==> config.mk <==
export PLATFORM = sky130hd
export DESIGN_NAME = membus_arbiter_flat
export DESIGN_NICKNAME = d
export VERILOG_FILES = /design/src/rtl/membus_arbiter_if.sv /design/src/rtl/membus_arbiter.sv /design/src/flat_wrapper.sv
export SDC_FILE = /design/constraint.sdc
export NUM_CORES = 1
export LEC_CHECK = 0
export ABC_CLOCK_PERIOD_IN_PS = 1800
export BUFFER_PORTS_ARGS = -buffer_cell sky130_fd_sc_hd__buf_2
export CORE_AREA = 4 4 120 122
export CTS_BUF_LIST = sky130_fd_sc_hd__clkbuf_16
export DETAILED_ROUTE_END_ITERATION = 12
export DIE_AREA = 0 0 124 126
export PLACE_DENSITY = 0.77
export SLEW_MARGIN = 20
export SYNTH_ARGS = -nofsm -noshare
export SYNTH_HDL_FRONTEND = slang
export SYNTH_SLANG_ARGS = --single-unit
==> constraint.sdc <==
create_clock -name clk -period 1.8 [get_ports clk]
set_clock_uncertainty 0.05 [all_clocks]
set_input_delay 0.09 -clock clk [delete_from_list [all_inputs] [get_ports clk]]
set_output_delay 0.09 -clock clk [all_outputs]
set_load 0.005 [all_outputs]
==> src/rtl/membus_arbiter_if.sv <==
// rtl/membus_arbiter_if.sv - Membus request/response bus shared by fetch, load/store and MMIO ports
`ifndef XLEN
`define XLEN 32
`endif
`ifndef MEMBUS_DATA_WIDTH
`define MEMBUS_DATA_WIDTH 32
`endif

interface Membus;
  logic                                valid;
  logic                                ready;
  logic [`XLEN-1:0]                    addr;
  logic                                wen;
  logic [`MEMBUS_DATA_WIDTH-1:0]       wdata;
  logic [`MEMBUS_DATA_WIDTH/8-1:0]     wmask;
  logic                                rvalid;
  logic [`MEMBUS_DATA_WIDTH-1:0]       rdata;

  modport master (
    output valid, addr, wen, wdata, wmask,
    input  ready, rvalid, rdata
  );

  modport slave (
    input  valid, addr, wen, wdata, wmask,
    output ready, rvalid, rdata
  );
endinterface

==> src/rtl/membus_arbiter.sv <==
// rtl/membus_arbiter.sv - two-requester Membus arbiter with one outstanding transaction
// Define MEMBUS_ARBITER_ROUND_ROBIN_EN for round-robin; default is fixed priority, d_membus first.
`ifndef XLEN
`define XLEN 32
`endif
`ifndef MEMBUS_DATA_WIDTH
`define MEMBUS_DATA_WIDTH 32
`endif

module membus_arbiter (
  input  logic  clk,
  input  logic  rst,
  Membus.slave  i_membus,
  Membus.slave  d_membus,
  Membus.master mem_membus
);

  typedef enum logic [1:0] {
    IDLE      = 2'd0,
    ISSUE     = 2'd1,
    WAIT_RESP = 2'd2
  } state_t;

  state_t                            r_state;
  logic [`XLEN-1:0]                  r_addr;
  logic                              r_wen;
  logic [`MEMBUS_DATA_WIDTH-1:0]     r_wdata;
  logic [`MEMBUS_DATA_WIDTH/8-1:0]   r_wmask;
  logic                              r_owner_d;
`ifdef MEMBUS_ARBITER_ROUND_ROBIN_EN
  logic                              r_last_d;
`endif

  logic w_idle;
  logic w_issue;
  logic w_wait;
  logic w_grant_d;
  logic w_grant_i;
  logic w_resp_d;
  logic w_resp_i;

  // Ready is combinational on valid, so it must also be held low while reset is asserted.
  assign w_idle  = (r_state == IDLE) && rst;
  assign w_issue = (r_state == ISSUE);
  assign w_wait  = (r_state == WAIT_RESP);

`ifdef MEMBUS_ARBITER_ROUND_ROBIN_EN
  assign w_grant_d = d_membus.valid && (!i_membus.valid || !r_last_d);
`else
  assign w_grant_d = d_membus.valid;
`endif
  assign w_grant_i = i_membus.valid && !w_grant_d;

  assign d_membus.ready = w_idle && w_grant_d;
  assign i_membus.ready = w_idle && w_grant_i;

  assign mem_membus.valid = w_issue;
  assign mem_membus.addr  = w_issue ? r_addr  : '0;
  assign mem_membus.wen   = w_issue ? r_wen   : 1'b0;
  assign mem_membus.wdata = w_issue ? r_wdata : '0;
  assign mem_membus.wmask = w_issue ? r_wmask : '0;

  assign w_resp_d = w_wait && r_owner_d;
  assign w_resp_i = w_wait && !r_owner_d;

  assign d_membus.rvalid = w_resp_d && mem_membus.rvalid;
  assign d_membus.rdata  = w_resp_d ? mem_membus.rdata : '0;
  assign i_membus.rvalid = w_resp_i && mem_membus.rvalid;
  assign i_membus.rdata  = w_resp_i ? mem_membus.rdata : '0;

  always_ff @(posedge clk or negedge rst) begin
    if (!rst) begin
      r_state   <= IDLE;
      r_addr    <= '0;
      r_wen     <= 1'b0;
      r_wdata   <= '0;
      r_wmask   <= '0;
      r_owner_d <= 1'b0;
`ifdef MEMBUS_ARBITER_ROUND_ROBIN_EN
      r_last_d  <= 1'b0;
`endif
    end else begin
      case (r_state)
        IDLE: begin
          if (w_grant_d || w_grant_i) begin
            r_addr    <= w_grant_d ? d_membus.addr  : i_membus.addr;
            r_wen     <= w_grant_d ? d_membus.wen   : i_membus.wen;
            r_wdata   <= w_grant_d ? d_membus.wdata : i_membus.wdata;
            r_wmask   <= w_grant_d ? d_membus.wmask : i_membus.wmask;
            r_owner_d <= w_grant_d;
`ifdef MEMBUS_ARBITER_ROUND_ROBIN_EN
            r_last_d  <= w_grant_d;
`endif
            r_state   <= ISSUE;
          end
        end
        ISSUE: begin
          if (mem_membus.ready) begin
            r_state <= WAIT_RESP;
          end
        end
        WAIT_RESP: begin
          // Writes also complete only on rvalid, keeping a single outstanding transaction.
          if (mem_membus.rvalid) begin
            r_state <= IDLE;
          end
        end
        default: r_state <= IDLE;
      endcase
    end
  end

endmodule

==> src/flat_wrapper.sv <==
// flat-port wrapper written by rule: the top's interface ports become plain ports
module membus_arbiter_flat 
  (clk, rst, i_membus_valid, i_membus_addr, i_membus_wen, i_membus_wdata, i_membus_wmask, i_membus_ready, i_membus_rvalid, i_membus_rdata, d_membus_valid, d_membus_addr, d_membus_wen, d_membus_wdata, d_membus_wmask, d_membus_ready, d_membus_rvalid, d_membus_rdata, mem_membus_valid, mem_membus_addr, mem_membus_wen, mem_membus_wdata, mem_membus_wmask, mem_membus_ready, mem_membus_rvalid, mem_membus_rdata);
  Membus i_membus_i ();
  Membus d_membus_i ();
  Membus mem_membus_i ();
  input  logic clk;
  input  logic rst;
  input wire logic [$bits(i_membus_i.valid)-1:0] i_membus_valid;
  input wire logic [$bits(i_membus_i.addr)-1:0] i_membus_addr;
  input wire logic [$bits(i_membus_i.wen)-1:0] i_membus_wen;
  input wire logic [$bits(i_membus_i.wdata)-1:0] i_membus_wdata;
  input wire logic [$bits(i_membus_i.wmask)-1:0] i_membus_wmask;
  output wire logic [$bits(i_membus_i.ready)-1:0] i_membus_ready;
  output wire logic [$bits(i_membus_i.rvalid)-1:0] i_membus_rvalid;
  output wire logic [$bits(i_membus_i.rdata)-1:0] i_membus_rdata;
  input wire logic [$bits(d_membus_i.valid)-1:0] d_membus_valid;
  input wire logic [$bits(d_membus_i.addr)-1:0] d_membus_addr;
  input wire logic [$bits(d_membus_i.wen)-1:0] d_membus_wen;
  input wire logic [$bits(d_membus_i.wdata)-1:0] d_membus_wdata;
  input wire logic [$bits(d_membus_i.wmask)-1:0] d_membus_wmask;
  output wire logic [$bits(d_membus_i.ready)-1:0] d_membus_ready;
  output wire logic [$bits(d_membus_i.rvalid)-1:0] d_membus_rvalid;
  output wire logic [$bits(d_membus_i.rdata)-1:0] d_membus_rdata;
  output wire logic [$bits(mem_membus_i.valid)-1:0] mem_membus_valid;
  output wire logic [$bits(mem_membus_i.addr)-1:0] mem_membus_addr;
  output wire logic [$bits(mem_membus_i.wen)-1:0] mem_membus_wen;
  output wire logic [$bits(mem_membus_i.wdata)-1:0] mem_membus_wdata;
  output wire logic [$bits(mem_membus_i.wmask)-1:0] mem_membus_wmask;
  input wire logic [$bits(mem_membus_i.ready)-1:0] mem_membus_ready;
  input wire logic [$bits(mem_membus_i.rvalid)-1:0] mem_membus_rvalid;
  input wire logic [$bits(mem_membus_i.rdata)-1:0] mem_membus_rdata;
  assign i_membus_i.valid = i_membus_valid;
  assign i_membus_i.addr = i_membus_addr;
  assign i_membus_i.wen = i_membus_wen;
  assign i_membus_i.wdata = i_membus_wdata;
  assign i_membus_i.wmask = i_membus_wmask;
  assign i_membus_ready = i_membus_i.ready;
  assign i_membus_rvalid = i_membus_i.rvalid;
  assign i_membus_rdata = i_membus_i.rdata;
  assign d_membus_i.valid = d_membus_valid;
  assign d_membus_i.addr = d_membus_addr;
  assign d_membus_i.wen = d_membus_wen;
  assign d_membus_i.wdata = d_membus_wdata;
  assign d_membus_i.wmask = d_membus_wmask;
  assign d_membus_ready = d_membus_i.ready;
  assign d_membus_rvalid = d_membus_i.rvalid;
  assign d_membus_rdata = d_membus_i.rdata;
  assign mem_membus_valid = mem_membus_i.valid;
  assign mem_membus_addr = mem_membus_i.addr;
  assign mem_membus_wen = mem_membus_i.wen;
  assign mem_membus_wdata = mem_membus_i.wdata;
  assign mem_membus_wmask = mem_membus_i.wmask;
  assign mem_membus_i.ready = mem_membus_ready;
  assign mem_membus_i.rvalid = mem_membus_rvalid;
  assign mem_membus_i.rdata = mem_membus_rdata;
  membus_arbiter u_core (.clk(clk), .rst(rst), .i_membus(i_membus_i), .d_membus(d_membus_i), .mem_membus(mem_membus_i));
endmodule
==> flow_metrics.py <==
metrics = {
    "outcome": {
        "run_status": "finished clean",
    },
    "worst_setup_path": {
        "critPathKind": "reg -> out",
        "cpPeakStageDelay_ns": 0.40,
        "cp-start-kind": "flip-flop",
        "crit_fanout": 17,
        "worstPathRequired_ns": 1.66,
        "cp_slowest_cell": "dfrtp_1",
        "cp-end-kind": "output pin",
        "crit_chain": "nand2b_1 > nor2_2 > buf_6 > and2_1 > buf_2",
        "cp.arrival_ns": 1.57,
        "rrSetupSlack_ns": 0.12,
    },
    "global_routing": {
        "grt_pass1_vias": 4088,
        "grt_pass1_wl_um": 21230,
        "overflow": 0,
        "track_usage": 0.1769,
        "antenna_found_initial": 1,
        "grt_start_max_net_pins": 51,
    },
    "power": {
        "clkPwrFrac": 0.201,
        "internal-power_mw": 6.861,
        "leakagePower_nw": 3.768,
        "combPwrFrac": 0.503,
        "p_per_area_mw_per_mm2": 1441,
        "ir_worst_vdd_v": 0.0005729,
        "seq_power_share": 0.296,
        "netSwitchingFraction": 0.3081,
        "netSwitchingPower_mw": 3.056,
    },
    "place": {
        "port_buffers": 313,
        "gp_congestion": 0.8178,
        "dp_hpwl_um": 11710,
        "dp_cells": 860,
    },
    "logic_synthesis": {
        "synth_compound_area_frac": 0.006085,
        "yosysSeqAreaShare": 0.3810,
        "synthesis.area_sq_mm": 0.004730,
        "yosysWarnings": 0,
        "synth.area.mux_share": 0.3833,
        "synth_top_family_by_area": "multiplexers",
        "synth_fa_ha_area_frac": 0,
        "avgSynthCellArea_sq_um": 12.13,
        "ys_types": 19,
        "synth-simple-area-share": 0.1892,
        "synthXorXnorAreaFrac": 0,
        "ys_ff_latch": 72,
        "synth_cells": 390,
        "synth_fp_nets": 566,
    },
    "sta": {
        "min_period_ns": 1.714,
        "rsz0062_at_grt": "yes",
        "slew-limit-headroom": 0.6610,
        "fmax_mhz": 583.6,
        "min_period_over_period": 0.9520,
        "hold_viol": 0,
        "slew_violations": 0,
        "setup_viol_count_final": 0,
        "tightest_slew_ns": 0.5084,
    },
    "cts": {
        "cts_root_buffer": "clkbuf_16",
        "clk_pin_slew_worst_paths_ns": 0.05,
        "clock_path_buffers": 2,
        "clock_latency_ns": 0.32,
        "cts_sinks": 72,
        "numCtsBuffers": 9,
        "htree_num_levels": 3,
        "cts_tree": "done",
    },
    "layout": {
        "nets": 875,
        "final-seq-area_sq_mm": 0.001802,
        "fill_cells": 1211,
        "area.growth.synth_to_final_pct": 45.48,
        "multi_input_area_sq_mm": 0.002754,
        "final_cells": 881,
        "drive_gt1_frac": 0.6842,
        "utilization": 0.5216,
    },
    "floorplan": {
        "io_pins": 314,
        "die_w_um": 124,
        "die_area_sq_mm": 0.01562,
        "start_util": 0.3586,
        "die_y_um": 126,
        "core_sq_mm": 0.01319,
        "fp-row-count": 42,
    },
    "route": {
        "drt_iter0_markers": 117,
        "via_count": 3913,
        "antenna_left": 0,
        "drt-pass1-iter-count": 4,
        "via_per_inst": 4.442,
        "routedWlPerCell_um": 16.77,
        "drt-total-wl_um": 14780,
        "drc": 0,
    },
    "min_path": {
        "hp-class": "in -> reg",
    },
    "flow_run": {
        "max-cap-violations": 0,
    },
}
-- layout by cell type, fill, tap and decap left out, drive strengths merged, types with 2 or more instances in the layout --
| cell | netlist | routed |
|---|---|---|
| dlygate4sd3 | 0 | 3 |
| clkbuf | 13 | 9 |
| bufinv | 0 | 3 |
| inv | 2 | 3 |
| mux2 | 138 | 138 |
| dfrtp | 72 | 72 |
| and2 | 135 | 135 |
| nand2 | 2 | 2 |
| buf | 17 | 325 |
| nor2 | 3 | 3 |
| diode | 0 | 2 |
| clkinv | 0 | 2 |
-- final cells by class --
cell class	instances	area share
Clock buffer	9	0.03273
Sequential cell	72	0.2619
Tap cell	176	0.03201
Clock inverter	6	0.01564
Antenna cell	2	0.0007274
Timing Repair Buffer	328	0.2557
Multi-Input combinational cell	286	0.4003
Inverter	2	0.001091
-- cells in the mapped netlist --
| master | number | share of area |
|---|---|---|
| dfrtp_1 | 72 | 0.38 |
| nand2b_1 | 1 | 0.0013 |
| nand2_1 | 2 | 0.0016 |
| mux2_4 | 69 | 0.22 |
| and4b_1 | 1 | 0.0021 |
| a22o_1 | 1 | 0.0019 |
| nor2b_1 | 1 | 0.0013 |
| nor2_1 | 2 | 0.0016 |
| and2_1 | 135 | 0.18 |
| buf_2 | 9 | 0.0095 |
| and3_1 | 1 | 0.0013 |
| o21a_1 | 1 | 0.0016 |
| inv_1 | 2 | 0.0016 |
| a21o_1 | 1 | 0.0016 |
| buf_6 | 8 | 0.019 |
| nor2_2 | 1 | 0.0013 |
| mux2_2 | 69 | 0.16 |
| o21ai_0 | 1 | 0.0011 |
| clkbuf_1 | 13 | 0.010 |
-- layer usage --
layer	track usage	wire length [um]
met5	0	0
met4	0.05026	214
met3	0.03498	1219
met2	0.3643	8332
met1	0.1705	5011
-- worst max-delay path: cells and delay by family, from the launching register on --
kind | cells | cell delay, ns
flops | 1 | 0.40
simple gates | 3 | 0.54
buf+inv | 2 | 0.31
-- cells by family after synthesis --
| family | after synthesis |
|---|---|
| AOI/OAI and AO/OA | 4 |
| DFF | 72 |
| buffers and inverters | 32 |
| and+or+nand+nor | 144 |
| muxes | 138 |
-- registers in the layout, indices dropped and copies added, names as in the netlist --
name and cells:
u_core.r_wen 1, u_core.r_owner_d 1, u_core.r_addr 32, u_core.r_wmask 4, u_core.r_state 2, u_core.r_wdata 32
-- metrics by stage --
| step | setup slack [ns] | hold WS [ns] | setup TNS, ns | cell area, sq um | total power, mW |
|---|---|---|---|---|---|
| after detailed placement | 0.2046 | 0.1151 | 0 | 6495 | 7.938 |
| after CTS | 0.05992 | 0.02747 | 0 | 6858 | 10.04 |
| after global placement | 0.2459 | 0.1118 | 0 | 6495 | 7.828 |
| after floorplan | 0.3619 | -0.2556 | 0 | 4730 | 6.192 |
| final | 0.08645 | 0.04691 | 0 | 6880 | 9.917 |
| after global routing | -0.008527 | 0.05913 | -0.02055 | 6878 | 10.56 |
-- path summary, 6_finish.rpt --
| kind | from | to | cells after the start |
|---|---|---|---|
| max in group asynchronous | rst | u_core.r_wdata[22]$_DFFE_PN0P_ | 3 |
| worst min-delay path | i_membus_valid | u_core.r_owner_d$_DFFE_PN0P_ | 3 |
| min in group asynchronous | rst | u_core.r_state[0]$_DFFE_PN0P_ | 3 |
| worst min register to register | u_core.r_wdata[13]$_DFFE_PN0P_ | u_core.r_wdata[13]$_DFFE_PN0P_ | 1 |
| worst max-delay path | u_core.r_state[0]$_DFFE_PN0P_ | i_membus_rdata[21] | 5 |
| worst max register to register | u_core.r_state[1]$_DFFE_PN0P_ | u_core.r_state[1]$_DFFE_PN0P_ | 5 |
-- power groups by stage --
stage,logic [mW],clock network (mW),registers [mW]
after floorplan,3.44,0,2.75
after detailed placement,5.03,0,2.91
after global routing,5.40,2.11,3.05
final,4.99,1.99,2.94
after CTS,5.05,2.04,2.94
after global placement,4.90,0,2.92
-- what timing repair did --
| item | 4_1_cts | 5_1_grt |
|---|---|---|
| hold endpoints to repair | 73 | 0 |
| setup buffers | 0 | 0 |
| endpoints found under the setup margin | 0 | 35 |
| gates resized for setup | 0 | 5 |
| hold buffers | 3 | 0 |
Note: power is estimated with default switching activity, not from simulation.
